$ cat src/rtl/uart_bridge_pkg.sv
// Shared definitions for the UART stream bridge: FSM encoding and err_sticky bit positions.
package uart_bridge_pkg;

   typedef enum logic [1:0] {
      StIdle  = 2'd0,
      StWrite = 2'd1,
      StRead  = 2'd2,
      StGuard = 2'd3
   } state_e;

   localparam int unsigned ERR_PAR = 0;
   localparam int unsigned ERR_FRM = 1;
   localparam int unsigned ERR_OVF = 2;

endpackage

$ cat src/rtl/uart_byte_slot.sv
// One-entry valid/ready holding register for an 8-bit byte plus a 2-bit tag.
module uart_byte_slot (
   input  logic       clk_i,
   input  logic       rst_ni,
   input  logic       in_valid_i,
   input  logic [7:0] in_data_i,
   input  logic [1:0] in_tag_i,
   output logic       in_ready_o,
   output logic       out_valid_o,
   output logic [7:0] out_data_o,
   output logic [1:0] out_tag_o,
   input  logic       out_ready_i
);

   logic       full_q, full_d;
   logic [7:0] data_q, data_d;
   logic [1:0] tag_q, tag_d;
   logic       load, pop;

   // A pop in the same cycle frees the entry, so a new byte may be taken at once.
   assign in_ready_o = !full_q || out_ready_i;
   assign load       = in_valid_i && in_ready_o;
   assign pop        = full_q && out_ready_i;

   always_comb begin
      full_d = full_q;
      data_d = data_q;
      tag_d  = tag_q;
      if (pop) begin
         full_d = 1'b0;
      end
      if (load) begin
         full_d = 1'b1;
         data_d = in_data_i;
         tag_d  = in_tag_i;
      end
   end

   always_ff @(posedge clk_i or negedge rst_ni) begin
      if (!rst_ni) begin
         full_q <= 1'b0;
         data_q <= 8'h00;
         tag_q  <= 2'b00;
      end else begin
         full_q <= full_d;
         data_q <= data_d;
         tag_q  <= tag_d;
      end
   end

   assign out_valid_o = full_q;
   assign out_data_o  = data_q;
   assign out_tag_o   = tag_q;

endmodule

$ cat src/rtl/uart_stream_bridge.sv
// Host-side initiator for the UART core byte interface: TX stream -> core writes,
// polled core reads -> RX stream, with arbitration, guard spacing and sticky errors.
module uart_stream_bridge
   import uart_bridge_pkg::*;
#(
   parameter int unsigned GUARD_CYCLES = 2,
   parameter bit          ERR_DROP     = 1'b1
) (
   input  logic       CLK,
   input  logic       RESET_N,
   input  logic [7:0] tx_data,
   input  logic       tx_valid,
   output logic       tx_ready,
   output logic [7:0] rx_data,
   output logic       rx_valid,
   input  logic       rx_ready,
   output logic [1:0] rx_err,
   output logic [2:0] err_sticky,
   input  logic       err_clr,
   output logic       busy,
   output logic       CSN,
   output logic       WEN,
   output logic       OEN,
   output logic [7:0] UART_DATA_IN,
   input  logic [7:0] UART_DATA_OUT,
   input  logic       TXRDY,
   input  logic       RXRDY,
   input  logic       PARITY_ERR,
   input  logic       FRAMING_ERR,
   input  logic       OVERFLOW
);

   localparam logic [2:0] GuardLast = 3'(GUARD_CYCLES - 1);

   state_e     state_q, state_d;
   logic [2:0] guard_cnt_q, guard_cnt_d;
   logic       last_wr_q, last_wr_d;
   logic       csn_q, csn_d, wen_q, wen_d, oen_q, oen_d;
   logic [7:0] dout_q, dout_d;
   logic       ovf_q;
   logic [2:0] sticky_q, sticky_d;

   logic       tx_full, tx_pop;
   logic [7:0] tx_slot_data;
   logic [1:0] tx_tag_unused;
   logic       rx_in_ready, rx_load, rd_close;
   logic [1:0] rx_flags;
   logic       tx_cand, rx_cand;

   assign tx_pop   = (state_q == StWrite);
   assign rd_close = (state_q == StRead);
   assign rx_flags = {FRAMING_ERR, PARITY_ERR};
   assign rx_load  = rd_close && !(ERR_DROP && (rx_flags != 2'b00));
   assign tx_cand  = tx_full && TXRDY;
   assign rx_cand  = RXRDY && rx_in_ready;

   uart_byte_slot u_tx_slot (
      .clk_i       (CLK),
      .rst_ni      (RESET_N),
      .in_valid_i  (tx_valid),
      .in_data_i   (tx_data),
      .in_tag_i    (2'b00),
      .in_ready_o  (tx_ready),
      .out_valid_o (tx_full),
      .out_data_o  (tx_slot_data),
      .out_tag_o   (tx_tag_unused),
      .out_ready_i (tx_pop)
   );

   uart_byte_slot u_rx_slot (
      .clk_i       (CLK),
      .rst_ni      (RESET_N),
      .in_valid_i  (rx_load),
      .in_data_i   (UART_DATA_OUT),
      .in_tag_i    (rx_flags),
      .in_ready_o  (rx_in_ready),
      .out_valid_o (rx_valid),
      .out_data_o  (rx_data),
      .out_tag_o   (rx_err),
      .out_ready_i (rx_ready)
   );

   always_ff @(posedge CLK or negedge RESET_N) begin
      if (!RESET_N) begin
         state_q     <= StIdle;
         guard_cnt_q <= 3'd0;
         last_wr_q   <= 1'b0;
      end else begin
         state_q     <= state_d;
         guard_cnt_q <= guard_cnt_d;
         last_wr_q   <= last_wr_d;
      end
   end

   // last_wr_q resets to "read served last", so the first contention goes to the write.
   always_comb begin
      state_d     = state_q;
      guard_cnt_d = guard_cnt_q;
      last_wr_d   = last_wr_q;
      case (state_q)
         StIdle: begin
            if (tx_cand && (!rx_cand || !last_wr_q)) begin
               state_d   = StWrite;
               last_wr_d = 1'b1;
            end else if (rx_cand) begin
               state_d   = StRead;
               last_wr_d = 1'b0;
            end
         end
         StWrite, StRead: begin
            state_d     = StGuard;
            guard_cnt_d = GuardLast;
         end
         StGuard: begin
            if (guard_cnt_q == 3'd0) begin
               state_d = StIdle;
            end else begin
               guard_cnt_d = guard_cnt_q - 3'd1;
            end
         end
         default: state_d = StIdle;
      endcase
   end

   // Strobes are decoded from the next state and registered, so they track state_q glitch-free.
   always_comb begin
      csn_d  = !((state_d == StWrite) || (state_d == StRead));
      wen_d  = (state_d != StWrite);
      oen_d  = (state_d != StRead);
      dout_d = (state_d == StWrite) ? tx_slot_data : dout_q;
   end

   always_comb begin
      sticky_d = err_clr ? 3'b000 : sticky_q;
      if (rd_close) begin
         sticky_d[ERR_PAR] = sticky_d[ERR_PAR] | PARITY_ERR;
         sticky_d[ERR_FRM] = sticky_d[ERR_FRM] | FRAMING_ERR;
      end
      if (OVERFLOW && !ovf_q) begin
         sticky_d[ERR_OVF] = 1'b1;
      end
   end

   always_ff @(posedge CLK or negedge RESET_N) begin
      if (!RESET_N) begin
         csn_q    <= 1'b1;
         wen_q    <= 1'b1;
         oen_q    <= 1'b1;
         dout_q   <= 8'h00;
         ovf_q    <= 1'b0;
         sticky_q <= 3'b000;
      end else begin
         csn_q    <= csn_d;
         wen_q    <= wen_d;
         oen_q    <= oen_d;
         dout_q   <= dout_d;
         ovf_q    <= OVERFLOW;
         sticky_q <= sticky_d;
      end
   end

   assign CSN          = csn_q;
   assign WEN          = wen_q;
   assign OEN          = oen_q;
   assign UART_DATA_IN = dout_q;
   assign err_sticky   = sticky_q;
   assign busy         = (state_q != StIdle);

endmodule

$ cat config.mk
export PLATFORM = sky130hd
export DESIGN_NAME = uart_stream_bridge
export DESIGN_NICKNAME = d
export VERILOG_FILES = /design/src/rtl/uart_bridge_pkg.sv /design/src/rtl/uart_byte_slot.sv /design/src/rtl/uart_stream_bridge.sv
export SDC_FILE = /design/constraint.sdc
export NUM_CORES = 1
export LEC_CHECK = 0
export CAP_MARGIN = 30
export CORE_MARGIN = 2
export CORE_UTILIZATION = 48
export CTS_BUF_LIST = sky130_fd_sc_hd__clkbuf_2 sky130_fd_sc_hd__clkbuf_4 sky130_fd_sc_hd__clkbuf_8
export DETAILED_ROUTE_END_ITERATION = 7
export GPL_ROUTABILITY_DRIVEN = 0
export PLACE_DENSITY = 0.86
export SLEW_MARGIN = 20
export SYNTH_ARGS = -nofsm -noshare
export SYNTH_HDL_FRONTEND = slang
export SYNTH_SLANG_ARGS = --single-unit
$ cat constraint.sdc
create_clock -name CLK -period 2.3 [get_ports CLK]
set_input_delay 0.46 -clock CLK [delete_from_list [all_inputs] [get_ports CLK]]
set_output_delay 0.46 -clock CLK [all_outputs]
set_load 0.01 [all_outputs]
==> results_dict.tcl, run 1 <==
set metrics [dict create \
    grt_overflow_total 0 \
    start_util_pct 50.5 \
    relSlewSlack_pct 78.7 \
    grt_pass1_vias 1264 \
    min_period_over_period_pct 97.5 \
    clk_latency_ns 0.35 \
    hold_violations 0 \
    endpoint_kind "flip-flop" \
    die_w_um 63.7 \
    power_mw 3.36 \
    rows 21 \
    detail-route-antenna-nets 0 \
    dieHeight_um 63.7 \
    synthFlopType "dfrtp_1" \
    final_common_cell "clkdlybuf4s50_1" \
    tightest_slew_ns 0.319 \
    syn_area_um2 1710 \
    routed_wl_um 3660 \
    cts-root-buf "clkbuf_4" \
    ys_ff_latch 41 \
    dpl-instance-area_um2 2310 \
    syn_avg_cell_area_um2 13.3 \
    drive_gt1_share_pct 25.9 \
    ctsHtreeMaxLevel 2 \
    area_delta_synth_final_pct 41.9 \
    drt_iter0_drc 48 \
    final_core_util_pct 71.7 \
    core_um2 3390 \
    p_leak_nw 1.08 \
    yosysWarnings 0 \
    synth_edf_count 0 \
    cts_buffer_depth 2 \
    numCtsBuffers 5 \
    dp_hpwl_um 2720 \
    io_buffers 52 \
    nFillCells 224 \
    via_per_inst 5.00 \
    firstDrtPassIters 4 \
    yosysUniqueCellTypes 29 \
    stdcell_area_um2 2430 \
    cp_max_fo 9 \
    netlist_instances 129 \
    clk_pin_slew_worst_paths_ns 0.12 \
    antenna_cells 0 \
    dp_cells 228 \
    power_density_nw_per_um2 1380 \
    final_cells 239 \
    crit_path_start_kind "flip-flop" \
    finalSetupViolCount 0 \
    ir_worst_vdd_v 0.000906 \
    timing.hold.ws_ns 0.440 \
    antenna_found_initial 0 \
    worst_clock_skew_ns 0.0162 \
    grt_pass1_wl_um 5840 \
    arrival_ns 2.47 \
    status "completed" \
    cp.required_ns 2.53 \
    max_freq_ghz 0.446 \
    dieArea_um2 4060 \
    cap_violations 0 \
    period_needed_ns 2.24 \
    cts.sinks 41 \
    top_level_ports 53 \
    seq_area_frac_synth_pct 60.1 \
    drc_errors 0 \
    hp-class "flip-flop to flip-flop" \
    syn-num-nets 163 \
    cts_tree "built" \
    vias 1196 \
    wl_per_cell_um 15.3 \
    synth-async-reset-ratio_pct 100 \
    nets 226 \
    track_usage_pct 19.3 \
    worstSetupPathType "flip-flop to flip-flop" \
    slew_viol_final 0 \
    grt_max_degree 42 \
    final_cell_mix "50 x clkdlybuf4s50_1, 37 x dfrtp_1, 24 x mux2_2, 13 x inv_1, 8 x nand2_1" \
]
-- state kept, by name, summed over array words and instances (netlist names), 2 cells and up --
signal,count
u_tx_slot.out_data_o,8
UART_DATA_IN,8
err_sticky,3
u_rx_slot.out_data_o,8
guard_cnt_q,3
state_q,2
u_rx_slot.out_tag_o,2
-- critical path: stages (launching register included) --
cell and delay (ns):
dfrtp_2 0.46, buf_4 0.15, ha_1 0.20, nor2b_2 0.19
a21oi_1 0.20, nor2_1 0.09, o21ai_1 0.15, ha_1 0.22
buf_12 0.14, mux2_2 0.33
-- synth_stat cells (2+ instances only) --
library cell | n | area [um2]
a21oi_1 | 5 | 25.0
and2_1 | 2 | 12.5
dfrtp_1 | 38 | 951
dfstp_2 | 3 | 78.8
ha_1 | 8 | 100
inv_1 | 13 | 48.8
mux2_2 | 24 | 270
nand2_1 | 8 | 30.0
nand2b_1 | 2 | 12.5
nand3_1 | 2 | 10.0
nor2_1 | 2 | 7.51
o21ai_0 | 5 | 25.0
-- kinds of logic (layout without fill, tap and decap cells) --
family                     count (synthesis)  in the layout  share of synthesized area (%)
AOI/OAI and AO/OA                         17             17                           5.92
adders and majority gates                  8              8                           5.84
buffers and inverters                     15             79                           3.36
and+or+nand+nor                           23             23                           8.40
muxes                                     25             25                           16.4
DFF                                       41             41                           60.1
-- cell type report --
type | instances | area (um2) | area share [%]
Clock buffer | 8 | 66.3 | 2.73
Timing Repair Buffer | 57 | 583 | 24.0
Tap cell | 46 | 57.6 | 2.37
Sequential cell | 41 | 1030 | 42.4
Inverter | 14 | 52.6 | 2.16
Multi-Input combinational cell | 73 | 641 | 26.4
-- path summary, 6_finish.rpt --
kind,from,endpoint,slack [ns],cells after the start
worst max-delay path,state_q[1],UART_DATA_IN[3],0.06,9
worst min-delay path,ovf_q,err_sticky[2],0.44,1
worst max register to register,state_q[1],UART_DATA_IN[3],0.06,9
worst min register to register,ovf_q,err_sticky[2],0.44,1
max in group asynchronous,RESET_N,WEN,1.25,3
min in group asynchronous,RESET_N,guard_cnt_q[0],0.52,2
-- power by group --
| group | internal [mW] | leakage (nW) | switching, mW | total [mW] |
|---|---|---|---|---|
| combinational | 0.991 | 0.556 | 0.707 | 1.70 |
| sequential | 1.07 | 0.489 | 0.198 | 1.27 |
| clock | 0.175 | 0.0394 | 0.217 | 0.392 |
-- per-stage QoR --
step / setup TNS [ns] / setup WS (ns)
6_report: 0 / 0.0575
2_1_floorplan: 0 / 0.291
3_3_place_gp: -0.00889 / -0.00175
3_5_place_dp: -0.692 / -0.0965
4_1_cts: 0 / 0.0736
5_1_grt: -0.0419 / -0.0170
-- routing by layer --
metal / wire (um) / global-route usage, %
met4: 45 / 8.42
met3: 209 / 7.04
met5: 0 / 0
met1: 1480 / 22.5
met2: 1920 / 32.0
-- repair_timing --
| item | 4_1_cts | 5_1_grt |
|---|---|---|
| hold endpoints to repair | 0 | 10 |
| setup buffers | 0 | 1 |
| hold buffers | 0 | 1 |
| gates cloned | 0 | 0 |
| setup endpoints to repair | 2 | 10 |
| gates resized for setup | 1 | 4 |
Power figures use the tool's default switching activity.
==> inputs of run 2 (changes only) <==
==> constraint.sdc (replaced) <==
create_clock -name CLK -period 2.3 [get_ports CLK]
set_input_delay 0.46 -clock CLK [delete_from_list [all_inputs] [get_ports CLK]]
set_output_delay 0.46 -clock CLK [all_outputs]
set_load 0.005 [all_outputs]
==> run 2 against run 1 <==
- die area stayed put
- critical path depth unchanged
- global-route usage unchanged
- sequential share of layout area barely moved
- utilization fell by 0.074 points
- register-to-register slack about the same
- fmax is the same
- cell area fell by 0.10%
- final cell count stayed put
- sequential power barely moved
- critical endpoint unchanged
- largest cell class unchanged
- largest power group unchanged
==> results_dict.tcl, run 2 (synthesis gave the netlist of run 1 again) <==
set metrics [dict create \
    status "completed" \
    final_cell_mix "51 x clkdlybuf4s50_1, 37 x dfrtp_1, 24 x mux2_2, 13 x inv_1, 8 x nand2_1" \
    endpoint_kind "flip-flop" \
    ir_worst_vdd_v 0.000889 \
    dieHeight_um 63.7 \
    drc_errors 0 \
    numCtsBuffers 5 \
    p_sw_mw 1.04 \
    crit_family "flip-flops" \
    tns_ns 0 \
    crit_chain "buf_4 > ha_1 > nor2b_2 > a21oi_1 > nor2_1 > o21ai_1 > ha_1 > buf_12 > mux2_2" \
    dp_hpwl_um 2720 \
    slew_viol_final 0 \
    antenna_found_initial 0 \
    r2r_end "UART_DATA_IN[3]" \
    critPathBufInv 2 \
    grt_max_degree 42 \
    grt_pass1_vias 1264 \
    vias 1196 \
    power_density_nw_per_um2 1350 \
    hold_violations 0 \
    arrival_ns 2.47 \
    cp.required_ns 2.53 \
    slowest_delay_ns 0.46 \
    via_per_inst 5.00 \
    finalSetupViolCount 0 \
    nets 226 \
    worstSetupPathType "flip-flop to flip-flop" \
    crit_path_start_kind "flip-flop" \
    ctsHtreeMaxLevel 2 \
    cp_max_fo 9 \
    cts_tree "built" \
    clk_pin_slew_worst_paths_ns 0.12 \
    cap_violations 0 \
    period_needed_ns 2.24 \
    worst_clock_skew_ns 0.0162 \
    drt_iter0_drc 48 \
    firstDrtPassIters 4 \
    path_common_cell "ha_1" \
    timing.hold.ws_ns 0.440 \
    r2r_start "state_q[1]" \
    grt_overflow_total 0 \
    final_common_cell "clkdlybuf4s50_1" \
    hp-class "flip-flop to flip-flop" \
    dieArea_um2 4060 \
    routed_wl_um 3670 \
    core_um2 3390 \
    rrSetupSlack_ns 0.06 \
    top_level_ports 53 \
    area_delta_synth_final_pct 41.8 \
    rows 21 \
    wl_per_cell_um 15.3 \
    max_freq_ghz 0.446 \
    final_core_util_pct 71.7 \
    p_leak_nw 1.07 \
    power_frac_clock_pct 12.0 \
    cp-startpoint "state_q[1]" \
    io_buffers 52 \
    crit_cells 9 \
    cts-root-buf "clkbuf_4" \
    worst_slack_ns 0.0575 \
    worstSetupEndpoint "UART_DATA_IN[3]" \
    reg2reg_depth 9 \
    cts.sinks 41 \
    relSlewSlack_pct 78.7 \
    min_period_over_period_pct 97.5 \
    sequentialPowerShare_pct 38.7 \
    detail-route-antenna-nets 0 \
    tightest_slew_ns 0.319 \
    track_usage_pct 19.3 \
    antenna_cells 0 \
    clk_latency_ns 0.35 \
    start_util_pct 50.5 \
    preCtsSetupSlack_ns -0.0965 \
    cts_buffer_depth 2 \
    die_w_um 63.7 \
    comb_power_share_pct 49.3 \
    swShare_pct 31.8 \
    internal_power_mw 2.23 \
    crit_slowest_cell "dfrtp_2" \
    grt_pass1_wl_um 5840 \
    drive_gt1_share_pct 25.9 \
]
-- run 2: power by group through the flow --
stage	sequential, mW	clock [mW]	combinational (mW)
after global routing	1.31	0.445	1.77
final	1.27	0.392	1.62
after detailed placement	1.27	0	1.57
after CTS	1.26	0.403	1.58
after floorplan	1.24	0	0.818
after global placement	1.25	0	1.48
-- run 2: how the worst min path moves through the flow --
stage	startpoint	end	slack, ns	cells past startpoint
after floorplan	RESET_N	UART_DATA_IN[0]	0.16	0
after global placement	ovf_q	err_sticky[2]	0.42	1
after detailed placement	ovf_q	err_sticky[2]	0.43	1
after CTS	RESET_N	err_sticky[0]	0.22	1
after global routing	ovf_q	err_sticky[2]	0.47	1
final	ovf_q	err_sticky[2]	0.44	1
-- run 2: final cells by class --
type                            count  area (um2)
Inverter                           14        52.6
Timing Repair Buffer               57         581
Fill cell                         226         961
Tap cell                           46        57.6
Sequential cell                    41        1030
Clock buffer                        8        66.3
Multi-Input combinational cell     73         641
-- run 2: layer usage --
layer / wire (um) / track usage, % / vias to the layer above
met1: 1480 / 22.5 / 595
met3: 212 / 7.04 / 4
met5: 0 / 0 / -
met4: 45 / 8.42 / 0
met2: 1920 / 32.0 / 39
li1: - / - / 558
-- run 2: through the flow --
step / total power, mW / cell area [um2] / std cells
6_report: 3.28 / 2430 / 239
5_1_grt: 3.52 / 2430 / 239
3_5_place_dp: 2.84 / 2310 / 228
2_1_floorplan: 2.06 / 1710 / 129
3_3_place_gp: 2.73 / 2310 / 228
4_1_cts: 3.25 / 2380 / 236
-- run 2: what timing repair did --
| item | 4_1_cts | 5_1_grt |
|---|---|---|
| setup buffers | 0 | 1 |
| resized for setup | 1 | 3 |
| endpoints found under the hold margin | 0 | 10 |
| hold buffers | 0 | 1 |
| gates cloned | 0 | 0 |
| setup endpoints to repair | 2 | 9 |
==> inputs of run 3 (changes only) <==
- SETUP_SLACK_MARGIN: unset -> 0.4
- clock period: 2.3 -> 2.46 ns (I/O delays scaled with it)
==> run 3 against run 2 <==
- global-route usage grew 0.85 points
- via count grew 3.4%
- largest cell class unchanged
- sequential share of layout area is 3.3 points lower
- die area unchanged
- clock skew decreased by 0.0043 ns
- final cell count increased by 2.1%
- first-iteration DRC count rose by 38%
- critical endpoint unchanged
- hold slack worse by 0.35 ns
- critical path type unchanged
==> results_dict.tcl, run 3 (synthesis gave the netlist of run 1 again) <==
set metrics [dict create \
    cts-root-buf "clkbuf_4" \
    r2r_start "guard_cnt_q[1]" \
    p_leak_nw 1.16 \
    path_common_cell "ha_4" \
    core_um2 3390 \
    rrSetupSlack_ns 0.38 \
    max_freq_ghz 0.480 \
    nets 231 \
    crit_slowest_cell "dfrtp_1" \
    finalSetupViolCount 0 \
    stdcell_area_um2 2630 \
    nFillCells 183 \
    final_cell_mix "48 x clkdlybuf4s50_1, 38 x dfrtp_1, 17 x mux2_2, 10 x inv_1, 8 x nand2_1" \
    firstDrtPassIters 4 \
    dieHeight_um 63.7 \
    io_buffers 52 \
    swShare_pct 31.8 \
    clk_pin_slew_worst_paths_ns 0.13 \
    p_sw_mw 1.17 \
    hp-class "input port to asynchronous set/reset pin" \
    vias 1237 \
    grt_max_degree 42 \
    final_common_cell "clkdlybuf4s50_1" \
    routed_wl_um 4000 \
    status "completed" \
    start_util_pct 50.5 \
    power_frac_clock_pct 12.6 \
    grt_pass1_vias 1319 \
    reg2reg_depth 9 \
    min_period_over_period_pct 84.7 \
    antenna_cells 0 \
    detail-route-antenna-nets 0 \
    ctsHtreeMaxLevel 2 \
    dpl-instance-area_um2 2300 \
    internal_power_mw 2.49 \
    tightest_slew_ns 0.494 \
    crit_chain "inv_2 > ha_4 > ha_4 > nor2b_4 > a21oi_2 > o21ai_2 > ha_4 > buf_12 > mux2_2" \
    track_usage_pct 20.1 \
    sequentialPowerShare_pct 32.4 \
    tns_ns 0 \
    drc_errors 0 \
    numCtsBuffers 5 \
    cts.sinks 41 \
    cts_buffer_depth 2 \
    dp_hpwl_um 2530 \
    rows 21 \
    grt_overflow_total 0 \
    slowest_delay_ns 0.41 \
    wl_per_cell_um 16.4 \
    worst_clock_skew_ns 0.0119 \
    area_delta_synth_final_pct 53.6 \
    top_level_ports 53 \
    antenna_found_initial 0 \
    relSlewSlack_pct 67.1 \
    crit_family "adder cells" \
    clk_latency_ns 0.35 \
    hold_violations 0 \
    die_w_um 63.7 \
    r2r_end "UART_DATA_IN[3]" \
    critPathBufInv 2 \
    grt_pass1_wl_um 6130 \
    ir_worst_vdd_v 0.000825 \
    comb_power_share_pct 55.0 \
    crit_path_start_kind "flip-flop" \
    endpoint_kind "flip-flop" \
    slew_viol_final 0 \
    cp.required_ns 2.69 \
    dieArea_um2 4060 \
    period_needed_ns 2.08 \
    rsz0062_at_grt "yes" \
    cts_tree "built" \
    power_density_nw_per_um2 1390 \
    drive_gt1_share_pct 35.4 \
    via_per_inst 5.07 \
    preCtsSetupSlack_ns 0.0715 \
    cap_violations 0 \
    worst_slack_ns 0.377 \
    worstSetupPathType "flip-flop to flip-flop" \
    cp_max_fo 5 \
    drt_iter0_drc 66 \
    arrival_ns 2.32 \
]
## run 3: metrics by stage
| stage | power (mW) | hold slack, ns | cells | util [%] |
|---|---|---|---|---|
| after floorplan | 1.92 | 0.196 | 129 | - |
| after global placement | 2.55 | 0.425 | 227 | 67.9 |
| after detailed placement | 2.64 | 0.439 | 227 | 67.9 |
| after CTS | 3.39 | 0.267 | 241 | 74.1 |
| after global routing | 3.90 | 0.0707 | 244 | 77.6 |
| final | 3.66 | 0.0852 | 244 | 77.6 |
## run 3: worst reg2reg max path: cells and delay by family, from the launching register on
kind | cells | cell delay, ns
fa+ha+maj | 3 | 0.55
buf+inv | 2 | 0.19
simple gates | 1 | 0.16
compound gates | 2 | 0.33
flops | 1 | 0.41
mux | 1 | 0.34
## run 3: final cells by class
| cell class | count | area, um2 | share of cell area [%] |
|---|---|---|---|
| Tap cell | 46 | 57.6 | 2.19 |
| Sequential cell | 41 | 1030 | 39.1 |
| Clock buffer | 6 | 51.3 | 1.95 |
| Timing Repair Buffer | 62 | 647 | 24.6 |
| Inverter | 14 | 52.6 | 2.00 |
| Clock inverter | 2 | 37.5 | 1.43 |
| Multi-Input combinational cell | 73 | 756 | 28.7 |
## run 3: routing by layer
layer	routed length [um]	GRT usage, %	vias to the layer above
met4	125	10.1	0
met5	0	0	-
met3	202	6.16	10
met2	2100	33.2	48
li1	-	-	569
met1	1570	23.9	610
## run 3: timing repair
action / in CTS / in global routing
gates cloned: 1 / 0
buffers inserted: 5 / 2
gates resized for setup: 16 / 21
endpoints found under the setup margin: 10 / 10
hold buffers: 0 / 0
pin swaps: 1 / 7
hold endpoints to repair: 0 / 0
## run 3: how the worst max path moves through the flow
stage	from	to	slack [ns]	cells after the start
after floorplan	state_q[0]	UART_DATA_IN[0]	0.48	8
after global placement	TXRDY	UART_DATA_IN[2]	0.13	7
after detailed placement	TXRDY	UART_DATA_IN[1]	0.07	7
after CTS	state_q[0]	busy	0.36	4
after global routing	guard_cnt_q[1]	UART_DATA_IN[3]	0.32	9
final	guard_cnt_q[1]	UART_DATA_IN[3]	0.38	9
## run 3: power by group through the flow
stage	clock network, mW	registers [mW]	logic [mW]
global placement	0	1.17	1.38
global route	0.514	1.22	2.17
CTS	0.472	1.17	1.75
detailed placement	0	1.19	1.45
floorplan	0	1.16	0.765
finish	0.460	1.19	2.01
